[config.mk]
export PLATFORM = sky130hd
export DESIGN_NAME = wb_port_sched
export DESIGN_NICKNAME = d
export VERILOG_FILES = /design/src/rtl/wb_port_sched.sv
export SDC_FILE = /design/constraint.sdc
export NUM_CORES = 1
export LEC_CHECK = 0
export BUFFER_PORTS_ARGS = -buffer_cell sky130_fd_sc_hd__buf_4
export CAP_MARGIN = 20
export CORE_MARGIN = 2
export CORE_UTILIZATION = 40
export CTS_BUF_LIST = sky130_fd_sc_hd__clkbuf_16
export DETAILED_ROUTE_END_ITERATION = 8
export PLACE_DENSITY = 0.67
export SETUP_SLACK_MARGIN = 0.3
export SLEW_MARGIN = 10
export SYNTH_ARGS = -nofsm -noshare
export SYNTH_HDL_FRONTEND = slang
export SYNTH_SLANG_ARGS = --single-unit
[constraint.sdc]
create_clock -name clk -period 10 [get_ports clk]
set_input_delay 3 -clock clk [delete_from_list [all_inputs] [get_ports clk]]
set_output_delay 3 -clock clk [all_outputs]
set_load 0.005 [all_outputs]
[src/rtl/wb_port_sched.sv]
// wb_port_sched: owns the two register-file write ports. It resolves
// same-destination collisions between the two writeback lanes in program
// order. It queues long-latency results in a small FIFO and slots them
// into idle ports, or merges them beneath a lane writing the same
// register. A starvation counter forces a one-cycle writeback stall so
// that the FIFO head is guaranteed to drain.
//
// Handshake: a long-latency result transfers on a rising clk edge where
// lr_valid && lr_ready. lr_ready depends only on FIFO occupancy, never on
// lr_valid. Lane writes take effect at the edge where they are presented
// unless wb_stall is high, in which case the pipeline re-presents them.
module wb_port_sched #(
  parameter int LR_DEPTH   = 4,
  parameter int STARVE_MAX = 8
) (
  input  logic                            clk,
  input  logic                            reset,
  input  logic                            ws0_valid,
  input  logic [3:0]                      ws0_rf_we,
  input  logic [4:0]                      ws0_dest,
  input  logic [31:0]                     ws0_wdata,
  input  logic                            ws1_valid,
  input  logic [3:0]                      ws1_rf_we,
  input  logic [4:0]                      ws1_dest,
  input  logic [31:0]                     ws1_wdata,
  input  logic                            ws_first,
  input  logic                            lr_valid,
  output logic                            lr_ready,
  input  logic [3:0]                      lr_we,
  input  logic [4:0]                      lr_dest,
  input  logic [31:0]                     lr_wdata,
  output logic [3:0]                      rf_we0,
  output logic [4:0]                      rf_waddr0,
  output logic [31:0]                     rf_wdata0,
  output logic [3:0]                      rf_we1,
  output logic [4:0]                      rf_waddr1,
  output logic [31:0]                     rf_wdata1,
  output logic                            wb_stall,
  output logic [$clog2(LR_DEPTH+1)-1:0]   lr_count
);

  localparam int AW = $clog2(LR_DEPTH);
  localparam int CW = $clog2(LR_DEPTH+1);
  localparam int SW = $clog2(STARVE_MAX+1);

  logic [3:0]    q_we   [LR_DEPTH];
  logic [4:0]    q_dest [LR_DEPTH];
  logic [31:0]   q_data [LR_DEPTH];
  logic [AW-1:0] rd_ptr;
  logic [AW-1:0] wr_ptr;
  logic [CW-1:0] count;
  logic [SW-1:0] starve_cnt;

  logic          empty;
  logic          full;
  logic          push;
  logic          pop;

  logic [3:0]    e0, e1;
  logic [3:0]    o_we, y_we;
  logic [4:0]    o_dest, y_dest;
  logic [31:0]   o_data, y_data;
  logic [3:0]    h_we;
  logic [4:0]    h_dest;
  logic [31:0]   h_data;
  logic          p0_used, p1_used;
  logic [3:0]    p0_we, p1_we;
  logic [4:0]    p0_addr, p1_addr;
  logic [31:0]   p0_data, p1_data;

  // Byte-wise overlay: bytes of top where its enable is set, bot elsewhere.
  function automatic logic [31:0] overlay(input logic [3:0] top_we,
                                          input logic [31:0] top_d,
                                          input logic [31:0] bot_d);
    logic [31:0] r;
    for (int b = 0; b < 4; b++) begin
      r[b*8 +: 8] = top_we[b] ? top_d[b*8 +: 8] : bot_d[b*8 +: 8];
    end
    return r;
  endfunction

  assign empty    = (count == '0);
  assign full     = (count == CW'(LR_DEPTH));
  assign lr_ready = !full;
  assign push     = lr_valid && lr_ready;
  assign wb_stall = (starve_cnt == SW'(STARVE_MAX));
  assign lr_count = count;

  assign h_dest = q_dest[rd_ptr];
  assign h_data = q_data[rd_ptr];
  assign h_we   = (h_dest == 5'd0) ? 4'd0 : q_we[rd_ptr];

  // Port assignment: lanes in program order first, then the FIFO head.
  always_comb begin
    e0      = ws0_valid ? ws0_rf_we : 4'd0;
    e1      = ws1_valid ? ws1_rf_we : 4'd0;
    if (ws0_dest == 5'd0 || wb_stall) e0 = 4'd0;
    if (ws1_dest == 5'd0 || wb_stall) e1 = 4'd0;

    if (ws_first) begin
      o_we = e0; o_dest = ws0_dest; o_data = ws0_wdata;
      y_we = e1; y_dest = ws1_dest; y_data = ws1_wdata;
    end else begin
      o_we = e1; o_dest = ws1_dest; o_data = ws1_wdata;
      y_we = e0; y_dest = ws0_dest; y_data = ws0_wdata;
    end

    p0_used = 1'b0; p0_we = 4'd0; p0_addr = 5'd0; p0_data = 32'd0;
    p1_used = 1'b0; p1_we = 4'd0; p1_addr = 5'd0; p1_data = 32'd0;
    pop     = 1'b0;

    if (o_we != 4'd0 && y_we != 4'd0 && o_dest == y_dest) begin
      p0_used = 1'b1;
      p0_we   = o_we | y_we;
      p0_addr = o_dest;
      p0_data = overlay(y_we, y_data, o_data);
    end else if (o_we != 4'd0 && y_we != 4'd0) begin
      p0_used = 1'b1; p0_we = o_we; p0_addr = o_dest; p0_data = o_data;
      p1_used = 1'b1; p1_we = y_we; p1_addr = y_dest; p1_data = y_data;
    end else if (o_we != 4'd0) begin
      p0_used = 1'b1; p0_we = o_we; p0_addr = o_dest; p0_data = o_data;
    end else if (y_we != 4'd0) begin
      p0_used = 1'b1; p0_we = y_we; p0_addr = y_dest; p0_data = y_data;
    end

    // The head is older than every lane, so lane bytes always win a merge.
    if (!empty) begin
      if (p0_used && p0_addr == h_dest) begin
        pop     = 1'b1;
        p0_data = overlay(p0_we, p0_data, h_data);
        p0_we   = p0_we | h_we;
      end else if (p1_used && p1_addr == h_dest) begin
        pop     = 1'b1;
        p1_data = overlay(p1_we, p1_data, h_data);
        p1_we   = p1_we | h_we;
      end else if (!p0_used) begin
        pop = 1'b1; p0_we = h_we; p0_addr = h_dest; p0_data = h_data;
      end else if (!p1_used) begin
        pop = 1'b1; p1_we = h_we; p1_addr = h_dest; p1_data = h_data;
      end
    end
  end

  // Nothing reaches the register file on an edge where reset is sampled.
  assign rf_we0    = reset ? 4'd0 : p0_we;
  assign rf_waddr0 = p0_addr;
  assign rf_wdata0 = p0_data;
  assign rf_we1    = reset ? 4'd0 : p1_we;
  assign rf_waddr1 = p1_addr;
  assign rf_wdata1 = p1_data;

  // FIFO storage: written on an accepted push, never reset.
  always_ff @(posedge clk) begin
    if (push) begin
      q_we[wr_ptr]   <= lr_we;
      q_dest[wr_ptr] <= lr_dest;
      q_data[wr_ptr] <= lr_wdata;
    end
  end

  // FIFO pointers/occupancy and the starvation counter.
  always_ff @(posedge clk) begin
    if (reset) begin
      rd_ptr     <= '0;
      wr_ptr     <= '0;
      count      <= '0;
      starve_cnt <= '0;
    end else begin
      if (push) wr_ptr <= wr_ptr + AW'(1);
      if (pop)  rd_ptr <= rd_ptr + AW'(1);
      count <= count + CW'(push) - CW'(pop);
      if (empty || pop) begin
        starve_cnt <= '0;
      end else if (starve_cnt != SW'(STARVE_MAX)) begin
        starve_cnt <= starve_cnt + SW'(1);
      end
    end
  end

endmodule
# Word level (Yosys, flattened, before mapping)
# Memory sizes are Yosys's and may differ from the RTL's. A register that Yosys moved wholly into a read port is not among the register bits.
# Cells that the tools add are included.
word_totals:
  register_bits: 11
  latchBits: 0
  ram_bits: 164
  rom_bits: 0
  in_bits: 129
  output_inout_bits: 87
  word_cells: 126
  n_memories: 3
op_classes:
  n_addsub: 5
  mul: 0
  div: 0
  magnitude_cmp: 0
  eq_ne: 6
  shift: 0
  mux: 89
  bitwise: 3
  reduce_logical: 16
memory_table:
  columns: ["memory", "depth", "word_bits", "read_ports", "rd_ports_with_merged_regs", "wr", "line", "text"]
  rows:
  - ["q_data", 4, 32, 1, 1, 1, "48", "logic [31:0] q_data [LR_DEPTH];"]
  - ["q_dest", 4, 5, 1, 1, 1, "47", "logic [4:0] q_dest [LR_DEPTH];"]
  - ["q_we", 4, 4, 1, 1, 1, "46", "logic [3:0] q_we [LR_DEPTH];"]
op_table:
  columns: ["op", "count"]
  rows:
  - ["two-way mux 32 bit", 17]
  - ["two-way mux 4 bit", 24]
  - ["two-way mux 8 bit", 12]
  - ["two-way mux 5 bit", 17]
  - ["equality test 5 bit", 3]
  - ["zero test 5 bit", 3]
  - ["two-way mux 1 bit", 13]
  - ["two-way mux 2 bit", 6]
  - ["bitwise OR 4 bit", 3]
  - ["nonzero test 4 bit", 2]
  - ["logical AND 1 bit", 5]
  - ["adder 2 x 1 -> 2 bit (second input constant)", 2]
  - ["adder 4 x 1 -> 4 bit (second input constant)", 1]
  - ["equality test 4 bit (second input constant)", 1]
  - ["!= test 4 bit (second input constant)", 1]
  - ["adder 3 x 1 -> 3 bit", 1]
  - ["equality test 3 bit (second input constant)", 1]
  - ["zero test 3 bit", 1]
  - ["logical OR 1 bit", 3]
  - ["subtractor 3 x 1 -> 3 bit", 1]
  - ["OR reduction 2 bit", 1]
  - ["zero test 1 bit", 1]

# Longest topological paths before layout
logic_depth:
  ltp_word: 15
  depth_mapped: 18
  ltp_nobuf: 18

# Least setup slack after synthesis
# No wires, ideal clock.
synth_path:
  path_kind: "in2out"
  startpoint: "in ws0_dest[3]"
  endpoint: "out rf_wdata0[16]"
  arrival_time_ps: 5683
  required_time_ps: 7000
  path_slack_ps: 1317
  cell_stages: 10
  path_buffers: 2
  cell_sequence: "or4_1 -> buf_2 -> o211ai_4 -> nor3b_1 -> or3_1 -> a211o_1 -> nor3_4 -> a41o_1 -> buf_4 -> mux2_1"
synth_via:
  elab_chain_cells: 13
  word_cells_on_any_way: 43
  cone_classes: "3 x eq/ne; 31 x mux; 1 x bitwise; 8 x reduce/logical"
synth_rtl:
  columns: ["element", "line", "text"]
  rows:
  - ["from (decl)", "20", "input logic [4:0] ws0_dest,"]
  - ["zero test 5 bit", "97", "if (ws0_dest == 5'd0 || wb_stall) e0 = 4'd0;"]
  - ["logical OR 1 bit", "97", null]
  - ["two-way mux 4 bit", "97", null]
  - ["two-way mux 4 bit", "100", "if (ws_first) begin"]
  - ["nonzero test 4 bit, on equally long branches", null, null]
  - ["two-way mux 5 bit (tied with other cells)", "122", "end else if (y_we != 4'd0) begin"]
  - ["two-way mux 5 bit (tied with other cells)", "120", "end else if (o_we != 4'd0) begin"]
  - ["two-way mux 5 bit (tied with other cells)", "117", "end else if (o_we != 4'd0 && y_we != 4'd0) begin"]
  - ["two-way mux 5 bit (tied with other cells)", "112", "if (o_we != 4'd0 && y_we != 4'd0 && o_dest == y_dest) begin"]
  - ["equality test 5 bit (tied with other cells)", "128", "if (p0_used && p0_addr == h_dest) begin"]
  - ["logical AND 1 bit or two-way mux 32 bit (tied branches)", "128, 132", null]
  - ["two-way mux 32 bit", "128", null]
  - ["two-way mux 32 bit *", "127", "if (!empty) begin"]
  - ["to (decl)", "34", "output logic [31:0] rf_wdata0,"]
# Mark *: on every way between the ends. The rest lies on a longest branch, timed or not.

# Worst setup path in the final report
layout_path:
  startpoint: "in ws0_dest[3]"
  endpoint: "out rf_wdata0[20]"
# The elaborated chain is that of the path after synthesis.

==> results_dict.tcl <==
set metrics [dict create \
    via_per_inst 5.79 \
    hold_ws_ps 490 \
    pwr-share-clk 0.255 \
    hp-class "reg2reg" \
    syn_nets 896 \
    p_leak_uw 0.00462 \
    yosysSeqAreaShare 0.539 \
    post-route-util 0.519 \
    comb_power_share 0.367 \
    boundaryPins 216 \
    final_common_cell "buf_4" \
    worst_pin_slew_ps 985 \
    status "finished clean" \
    synth-main-ff-cell "edfxtp_1" \
    dp_hpwl_um 19500 \
    synth_edf_count 164 \
    postRouteAntennaNets 0 \
    synthArstFlopShare 0 \
    postSynthCellCount 758 \
    synthTopCellsByArea "edfxtp_1 51%, mux4_2 7.7%, mux2i_1 5.7%" \
    cts.sinks 177 \
    wl_per_cell_um 21.4 \
    rsz0062_at_grt "false" \
    crit_path_start_kind "primary input" \
    ir_drop_v 0.000106 \
    power_per_cell_area_mw_per_mm2 210 \
    initial_core_util 0.408 \
    cts_buffers 17 \
    setup_violations 0 \
    clk_path_buf_depth 2 \
    fmax_ghz 0.107 \
    cpMostUsedCell "buf_4" \
    post-route-worst-setup-slack_ps 664 \
    worstPathRequired_ps 7000 \
    slew_violations 0 \
    rows 56 \
    grt_pass1_vias 7435 \
    p_int_uw 1730 \
    slew_headroom 0.343 \
    grt.total_usage 0.219 \
    synth_top_cell_area_share 0.512 \
    antenna_found_initial 2 \
    path_max_fanout 8 \
    fin_nets 1111 \
    cp_slowest_cell "or4_1" \
    synth_area_per_cell_sq_um 12.7 \
    die_x_um 159 \
    cts_resized 0 \
    grt_pass1_wl_um 42800 \
    hold_buffers 0 \
    seqPwrFrac 0.378 \
    areaGrowthSynthToFinish_pct 27.1 \
    ys_ff_latch 177 \
    clk_pin_slew_worst_paths_ps 60 \
    p_sw_frac 0.326 \
    synth_cell_type_count 63 \
    drt_iter0_markers 702 \
    dieArea_sq_mm 0.0253 \
    gr-total-overflow 0 \
    gp_congestion 0.902 \
    worstPathCellList "buf_4 > or4_1 > o211ai_4 > nor3b_1 > or3_1 > a211o_1 > nor3_4 > a41o_1 > mux2_1 > buf_4" \
    core_area_sq_mm 0.0235 \
    yosys.area.top_type "edfxtp_1" \
    clk_latency_ps 430 \
    yosysWarnings 0 \
    cp.arrival_ps 6340 \
    wirelength_um 27900 \
    cts_tree "built" \
    slowest_delay_ps 690 \
    grt_max_degree 58 \
    synth_area_sq_mm 0.00961 \
    path_class "in2out" \
    first_pass_iters 5 \
    die_y_um 159 \
    cts_max_level 4 \
    maxCapViolations 0 \
    final_cell_mix "237 x buf_4, 164 x edfxtp_1, 63 x nand2_1, 55 x mux2i_1, 41 x o21ai_0" \
    fin_cells 1305 \
    nFillCells 2094 \
    port_buffers 215 \
    skew_ps 16.8 \
    clockRootBuffer "clkbuf_16" \
    hold_violations 0 \
    route.detailed.drc 0 \
    period_share 0.934 \
    drive_gt1_frac 0.336 \
    fin_tns_setup_ps 0 \
    dp.cells 1272 \
    fin_crit_ps 9340 \
    ff2ff_setup_slack_ps 5010 \
    post_cts_buffers 0 \
    num_vias 7555 \
    p_switching_uw 839 \
    endpoint_kind "output pin" \
    place_ws_ps 697 \
]
[layer usage]
layer  routed length (um)  GRT usage  share of wire
met1                11900      0.295           0.43
met2                13200      0.351           0.47
met3                 2120     0.0555          0.076
met4                  622     0.0698          0.022
met5                    0          0              0
[through the flow]
stage | area, sq um | power (uW)
3_5_place_dp | 11600 | 1930
3_3_place_gp | 11600 | 1920
4_1_cts | 12200 | 2590
6_report | 12200 | 2570
5_1_grt | 12200 | 2710
2_1_floorplan | 9610 | 1520
[final timing paths]
path,start,end,depth (start not counted)
hold reg to reg,starve_cnt[1],starve_cnt[1],2
hold / removal,starve_cnt[1],starve_cnt[1],2
setup / recovery,ws0_dest[3],rf_wdata0[20],10
setup reg to reg,starve_cnt[0],lr_count[2],18
[power by group through the flow]
stage,clock network [uW],registers (uW),logic [uW]
2_1_floorplan,0,934,585
3_3_place_gp,0,989,935
3_5_place_dp,0,993,941
4_1_cts,670,976,945
5_1_grt,698,988,1020
6_report,656,972,943
[logic make-up after synthesis]
kind of cell | Yosys count | synth area share
xor gates and xnor gates | 20 | 0.0182
buffers and inverters | 68 | 0.0277
AOI/OAI and AO/OA | 209 | 0.156
muxes | 121 | 0.173
and+or+nand+nor | 154 | 0.0734
adders and majority gates | 9 | 0.0125
DFF | 177 | 0.539
[final cells by class]
type	instances	area, sq um	area share
diodes	2	5.00	0.000410
clock buffers	17	425	0.0348
clock inverters	13	151	0.0124
inverters	27	101	0.00829
multi-input cells	513	4170	0.341
flip-flops and latches	177	5190	0.425
well taps	319	399	0.0327
repair buffers	237	1780	0.146
[cell usage after synthesis (16+ instances only)]
cell type,instances
edfxtp_1,164
nand2_1,63
mux2i_1,55
o21ai_0,41
nor2_1,37
a221oi_1,33
mux4_2,33
clkbuf_1,31
inv_1,27
o22ai_1,26
a31oi_1,23
a21oi_1,19
mux2_2,17
mux2_1,16
nand3_1,16
[worst max-delay path, delay by kind of cell]
family,cells,cell delay (ps)
muxes,1,400
AOI/OAI and AO/OA,3,1230
buffers and inverters,2,290
and+or+nand+nor,4,1420
[sequential cells by signal, summed over array words and instances (netlist names), named ones only]
name        flops
q_data        128
q_dest         20
q_we           16
starve_cnt      4
lr_count        3
rd_ptr          2
wr_ptr          2
Note: power is estimated with default switching activity, not from simulation.
